<file path="src/rtl/pipeline_pkg.sv">
// +----------------------------------------------------------------------------+
// | pipeline_pkg: widths, reset defaults and the fetch state encoding shared   |
// | by the front-end pipeline stages.                                          |
// | Revision: 1.0                                                              |
// +----------------------------------------------------------------------------+
`default_nettype none

package pipeline_pkg;

  localparam int unsigned ADDR_W  = 32;
  localparam int unsigned INSTR_W = 32;

  localparam logic [ADDR_W-1:0]  RESET_PC_DEFAULT  = 32'h0000_0000;
  localparam logic [INSTR_W-1:0] NOP_INSTR_DEFAULT = 32'h0000_0000;

  typedef enum logic [1:0] {
    ST_ISSUE = 2'd0,
    ST_WAIT  = 2'd1,
    ST_DRAIN = 2'd2,
    ST_HOLD  = 2'd3
  } fetch_state_e;

  function automatic logic [ADDR_W-1:0] align_word(input logic [ADDR_W-1:0] addr);
    return addr & ~32'd3;
  endfunction

endpackage

`default_nettype wire

</file>
<file path="src/rtl/if_id_register.sv">
// +----------------------------------------------------------------------------+
// | if_id_register: pipeline register holding {pc_next, instruction, valid}    |
// | with load, hold and bubble insertion; bubble wins over load.               |
// | Revision: 1.0                                                              |
// +----------------------------------------------------------------------------+
`default_nettype none

module if_id_register
  import pipeline_pkg::*;
#(
  parameter logic [INSTR_W-1:0] NOP_INSTR = NOP_INSTR_DEFAULT
) (
  input  logic               clk,
  input  logic               reset,
  input  logic               load_i,
  input  logic               bubble_i,
  input  logic [ADDR_W-1:0]  pc_next_i,
  input  logic [INSTR_W-1:0] instruction_i,
  output logic [ADDR_W-1:0]  pc_next_o,
  output logic [INSTR_W-1:0] instruction_o,
  output logic               valid_o
);

  logic [ADDR_W-1:0]  pc_next_q;
  logic [INSTR_W-1:0] instruction_q;
  logic               valid_q;

  always_ff @(posedge clk or posedge reset) begin
    if (reset) begin
      pc_next_q     <= '0;
      instruction_q <= NOP_INSTR;
      valid_q       <= 1'b0;
    end else if (bubble_i) begin
      pc_next_q     <= '0;
      instruction_q <= NOP_INSTR;
      valid_q       <= 1'b0;
    end else if (load_i) begin
      pc_next_q     <= pc_next_i;
      instruction_q <= instruction_i;
      valid_q       <= 1'b1;
    end
  end

  assign pc_next_o     = pc_next_q;
  assign instruction_o = instruction_q;
  assign valid_o       = valid_q;

endmodule

`default_nettype wire

</file>
<file path="src/rtl/fetch_stage.sv">
// +----------------------------------------------------------------------------+
// | fetch_stage: IF stage -- PC register, variable-latency imem handshake,     |
// | stall hold buffer, redirect drain and the IF/ID register.                  |
// | Revision: 1.0                                                              |
// +----------------------------------------------------------------------------+
`default_nettype none

module fetch_stage
  import pipeline_pkg::*;
#(
  parameter logic [ADDR_W-1:0]  RESET_PC  = RESET_PC_DEFAULT,
  parameter logic [INSTR_W-1:0] NOP_INSTR = NOP_INSTR_DEFAULT
) (
  input  logic               clk,
  input  logic               reset,
  input  logic               pc_stall,
  input  logic               if_id_stall,
  input  logic               flush,
  input  logic               pc_src,
  input  logic [ADDR_W-1:0]  pc_decode,
  output logic               imem_req,
  output logic [ADDR_W-1:0]  imem_addr,
  input  logic [INSTR_W-1:0] imem_rdata,
  input  logic               imem_ready,
  output logic [ADDR_W-1:0]  if_id_pc_next,
  output logic [INSTR_W-1:0] if_id_instruction,
  output logic               if_id_valid,
  output logic               fetch_busy
);

  fetch_state_e       state_q, state_d;
  logic [ADDR_W-1:0]  pc_q, pc_d;
  logic [ADDR_W-1:0]  target_q, target_d;
  logic [ADDR_W-1:0]  hold_pc_next_q, hold_pc_next_d;
  logic [INSTR_W-1:0] hold_instr_q, hold_instr_d;

  logic               ifid_load;
  logic               ifid_bubble;
  logic [ADDR_W-1:0]  ifid_pc_next;
  logic [INSTR_W-1:0] ifid_instr;

  logic [ADDR_W-1:0]  pc_plus4;
  logic [ADDR_W-1:0]  redirect_target;
  logic               redirect;
  logic               accept;

  assign pc_plus4        = pc_q + 32'd4;
  assign redirect        = flush & ~if_id_stall;
  assign redirect_target = pc_src ? align_word(pc_decode) : pc_q;
  assign accept          = imem_req & imem_ready;

  always_ff @(posedge clk or posedge reset) begin
    if (reset) begin
      state_q        <= ST_ISSUE;
      pc_q           <= RESET_PC;
      target_q       <= '0;
      hold_pc_next_q <= '0;
      hold_instr_q   <= '0;
    end else begin
      state_q        <= state_d;
      pc_q           <= pc_d;
      target_q       <= target_d;
      hold_pc_next_q <= hold_pc_next_d;
      hold_instr_q   <= hold_instr_d;
    end
  end

  always_comb begin
    state_d        = state_q;
    pc_d           = pc_q;
    target_d       = target_q;
    hold_pc_next_d = hold_pc_next_q;
    hold_instr_d   = hold_instr_q;
    ifid_load      = 1'b0;
    ifid_bubble    = 1'b0;
    ifid_pc_next   = pc_plus4;
    ifid_instr     = imem_rdata;

    unique case (state_q)
      ST_ISSUE, ST_WAIT: begin
        if (redirect) begin
          ifid_bubble = 1'b1;
          // A request still pending must keep its address, so drain it first.
          if (imem_req && !imem_ready) begin
            target_d = redirect_target;
            state_d  = ST_DRAIN;
          end else begin
            pc_d    = redirect_target;
            state_d = ST_ISSUE;
          end
        end else if (accept) begin
          if (!if_id_stall) begin
            ifid_load = 1'b1;
            pc_d      = pc_plus4;
            state_d   = ST_ISSUE;
          end else begin
            hold_pc_next_d = pc_plus4;
            hold_instr_d   = imem_rdata;
            state_d        = ST_HOLD;
          end
        end else if (imem_req) begin
          state_d = ST_WAIT;
        end
      end

      ST_HOLD: begin
        if (redirect) begin
          ifid_bubble = 1'b1;
          pc_d        = redirect_target;
          state_d     = ST_ISSUE;
        end else if (!if_id_stall) begin
          ifid_load    = 1'b1;
          ifid_pc_next = hold_pc_next_q;
          ifid_instr   = hold_instr_q;
          pc_d         = pc_plus4;
          state_d      = ST_ISSUE;
        end
      end

      ST_DRAIN: begin
        if (redirect) begin
          ifid_bubble = 1'b1;
          target_d    = redirect_target;
        end
        if (imem_ready) begin
          pc_d    = redirect ? redirect_target : target_q;
          state_d = ST_ISSUE;
        end
      end

      default: state_d = ST_ISSUE;
    endcase
  end

  always_comb begin
    imem_req   = 1'b0;
    fetch_busy = 1'b0;
    unique case (state_q)
      ST_ISSUE: imem_req = ~pc_stall & ~reset;
      ST_WAIT, ST_DRAIN: begin
        imem_req   = 1'b1;
        fetch_busy = 1'b1;
      end
      ST_HOLD:  fetch_busy = 1'b1;
      default:  imem_req = 1'b0;
    endcase
  end

  assign imem_addr = pc_q;

  if_id_register #(
    .NOP_INSTR (NOP_INSTR)
  ) u_if_id (
    .clk           (clk),
    .reset         (reset),
    .load_i        (ifid_load),
    .bubble_i      (ifid_bubble),
    .pc_next_i     (ifid_pc_next),
    .instruction_i (ifid_instr),
    .pc_next_o     (if_id_pc_next),
    .instruction_o (if_id_instruction),
    .valid_o       (if_id_valid)
  );

endmodule

`default_nettype wire

</file>
<file path="config.mk">
export PLATFORM = sky130hd
export DESIGN_NAME = fetch_stage
export DESIGN_NICKNAME = d
export VERILOG_FILES = /design/src/rtl/pipeline_pkg.sv /design/src/rtl/if_id_register.sv /design/src/rtl/fetch_stage.sv
export SDC_FILE = /design/constraint.sdc
export NUM_CORES = 1
export LEC_CHECK = 0
export CAP_MARGIN = 20
export CELL_PAD_IN_SITES_DETAIL_PLACEMENT = 0
export CELL_PAD_IN_SITES_GLOBAL_PLACEMENT = 2
export CORE_MARGIN = 1.5
export CORE_UTILIZATION = 33
export CTS_CLUSTER_DIAMETER = 200
export DETAILED_ROUTE_END_ITERATION = 16
export HOLD_SLACK_MARGIN = 0.1
export PLACE_DENSITY_LB_ADDON = 0.1
export SLEW_MARGIN = 0
export SYNTH_ARGS = -nofsm -noshare
export SYNTH_HDL_FRONTEND = slang
export SYNTH_SLANG_ARGS = --single-unit
export TNS_END_PERCENT = 5
</file>
<file path="constraint.sdc">
create_clock -name clk -period 8.3 [get_ports clk]
set_input_delay 1.66 -clock clk [delete_from_list [all_inputs] [get_ports clk]]
set_output_delay 1.66 -clock clk [all_outputs]
set_load 0.05 [all_outputs]
</file>
==> impl_results.md <==
* Outcome: completed
* Root Driver: clkbuf_16
* Hold Buf Count CTS at 0
* Worst path most repeated cell: clkdlybuf4s50_1
* CTS tree: built
* Total track usage at 18.6%
* Post-DRT Antenna Nets at 0
* Maximum clock insertion buffer count at 2
* Total number of yosys warnings at 0
* First-pass DRT Iterations at 5
* Via count at 7600
* Clk_lat worst skew at 0.44 ns
* Placed Cells at 1452
* Detail Placement HPWL at 17.7 mm
* Slowest-stage cell, CP: clkdlybuf4s50_1
* Wire per inst at 18.3 um
* Relative slew slack at 36.6%
* Hold Startpoint: u_if_id.pc_next_o[10]
* EDFF count, synth at 0
* # Max-Cap Violations at 0
* R2R Setup Slk at 5.06 ns
* Dpl ws at 3.04 ns
* Fillers at 2803
* Post-route minimum period at 5.26 ns
* Reg2reg start: state_q[0]
* WHS Path Cells at 2
* Worst Skew at 0.0245 ns
* Largest net degree at the start of global routing at 134
* Crit path buf inv count at 3
* Synthesized flop and latch total at 195
* Arrival time of the worst setup path at 3.60 ns
* Async set-reset flop share out of synthesis at 100%
* Max Slew Vio Count at 0
* Port bufs at 167
* Syn-to-layout area delta at 27.4%
* Synthesized area at 9490 um2
* Die ar. at 29800 um2
* Top delay family on crit path: buffers and inverters
* Final hold vios at 0
* CTS Buf Count at 17
* Startpoint types: input pin
* Setup WS post-layout at 3.04 ns
* Final period util at 63.3%
* Area after DPL at 11500 um2
* Worst Hold End: u_if_id.pc_next_o[10]
* Pwr dens at 393 nW/um2
* Top Usage Layer GRT: met1
* CP max FO at 3
* Cts repair resizes at 0
* Placer Congestion at 0.803
* Setup tns final at 0 ns
* Initial Utilization at 33.9%
* DIE HEIGHT at 173 um
* Maximum vdd drop at 166 uV
* Die Width at 173 um
* DRC at 0
* CTS Sinks at 195
* Worst-case reg-to-reg path depth at 8
* Vias in the first global route at 7330
* CP Cell Sequence: clkdlybuf4s50_1 > nor3b_2 > o21ai_1 > inv_1 > clkdlybuf4s50_1
* Crit Path Class: input pin to output port
* Synthesized instance count at 965
* Global-route wire length before repair at 43.9 mm
* Post-route cell area at 12100 um2
* RSZ-0062 raised after global routing: false
* Non-filler cells, final at 1486
* Worst-path clk slew at 0.07 ns
* Met3 usage at 2.84%
* Min-Delay Path Class: flop to flop
* Req. time, crit path at 6.64 ns
* I/O pins at 170
* CP peak stage delay at 0.81 ns
* Top_reg_cell synth: dfrtp_1
* Via/cell ratio at 5.11
* Final setup viols at 0
* Ant. Diodes at 0
* Final net count at 1171
* Standby leakage power at 5.13 nW
* Post-synthesis sequential area ratio at 51.4%
* Initial antenna violation count at 0
* Worst Setup End Kind: output port
* Post-CTS setup repair buffer count at 0
* Ratio of cells with drive above 1 in the final layout at 9.21%
* Met2 layer usage reported by global route at 27.8%
* Worst Tran Pin Value at 0.951 ns
* Max Freq at 190 MHz
* R2r endpoint: u_if_id.pc_next_o[20]
* Floorplan row count at 61
* Most common cell after layout, fill and taps aside: dfrtp_1
* Core Region at 28000 um2
* Remaining global-route overflow at 0
* Net Count, Synth at 1041
* Avg Cell Area, Syn at 9.83 um2
* Initial DRC count at 503
* Commonest non-fill, non-tap cells in the layout: 195 x dfrtp_1, 166 x clkdlybuf4s50_1, 107 x o21ai_0, 97 x nor2_1, 88 x a21oi_1
* Routed wire length at 27.3 mm
* Synth cell types at 59
* Met1 Resource Use GR at 28.1%
* Htree depth at 4
## registers in the layout, indices dropped and copies added, names as in the netlist
signal	flops
hold_pc_next_q	32
state_q	2
target_q	32
hold_instr_q	32
imem_addr	32
u_if_id.pc_next_o	32
u_if_id.instruction_o	32
u_if_id.valid_o	1
## logic make-up after synthesis
| group | Yosys count | share of synthesized area, % |
|---|---|---|
| AO/OA/AOI/OAI | 284 | 17.8 |
| XOR/XNOR | 28 | 2.58 |
| adder cells (fa/ha/maj) | 5 | 0.659 |
| buffers and inverters | 95 | 4.02 |
| flip-flops | 195 | 51.4 |
| multiplexers | 102 | 11.3 |
| AND/OR/NAND/NOR | 256 | 12.3 |
## worst reg2reg max path: cells and delay by family, from the launching register on
family / cells / cell delay (ns)
compound gates: 3 / 0.79
simple gates: 3 / 1.56
flops: 1 / 0.43
fa+ha+maj: 1 / 0.23
buf+inv: 1 / 0.12
## where the power goes
part	internal, mW	switching (mW)	total, mW
Combinational	0.803	1.42	2.23
Sequential	1.35	0.333	1.69
Clock	0.408	0.431	0.839
## per-stage QoR
step / total power, mW / utilization (%) / hold WS (ns)
3_5_place_dp: 3.95 / 41.0 / 0.469
2_1_floorplan: 3.19 / - / 0.475
4_1_cts: 4.81 / 43.1 / 0.487
3_3_place_gp: 3.92 / 41.0 / 0.460
5_1_grt: 5.07 / 43.2 / 0.510
6_report: 4.75 / 43.2 / 0.479
## worst max-delay path by stage
stage | from | endpoint | cells after the start
floorplan | reset | hold_instr_q[0] | 1
global placement | reset | imem_req | 5
detailed placement | reset | imem_req | 5
CTS | reset | imem_req | 5
global route | reset | imem_req | 5
finish | reset | imem_req | 5
## routing by layer
| metal | vias up | share of wire (%) |
|---|---|---|
| met4 | 0 | 0.97 |
| met5 | - | 0 |
| met3 | 19 | 3.4 |
| met2 | 170 | 44 |
| li1 | 3717 | - |
| met1 | 3694 | 52 |
## layout make-up
type                            count  area [um2]  area share, %
Tap cell                          378         473           3.91
Multi-Input combinational cell    675        4260           35.2
Sequential cell                   195        4880           40.3
Inverter                           22        90.1          0.745
Clock inverter                     14         166           1.38
Clock buffer                       18         429           3.55
Timing Repair Buffer              184        1800           14.9
## cell usage after synthesis (all sizes together), types with 17 or more instances
cell    instances  area share, %
dfrtp         195             51
o21ai         112            5.9
nor2           97            3.8
a21oi          90            4.8
nand2          84            3.3
mux2i          63            6.6
clkbuf         49            2.0
mux2           39            4.6
buf            24            1.2
inv            21           0.83
nand3          20            1.1
xnor2          19            1.8
a32oi          17            1.6
No activity file was read; power rests on OpenSTA's default activity.
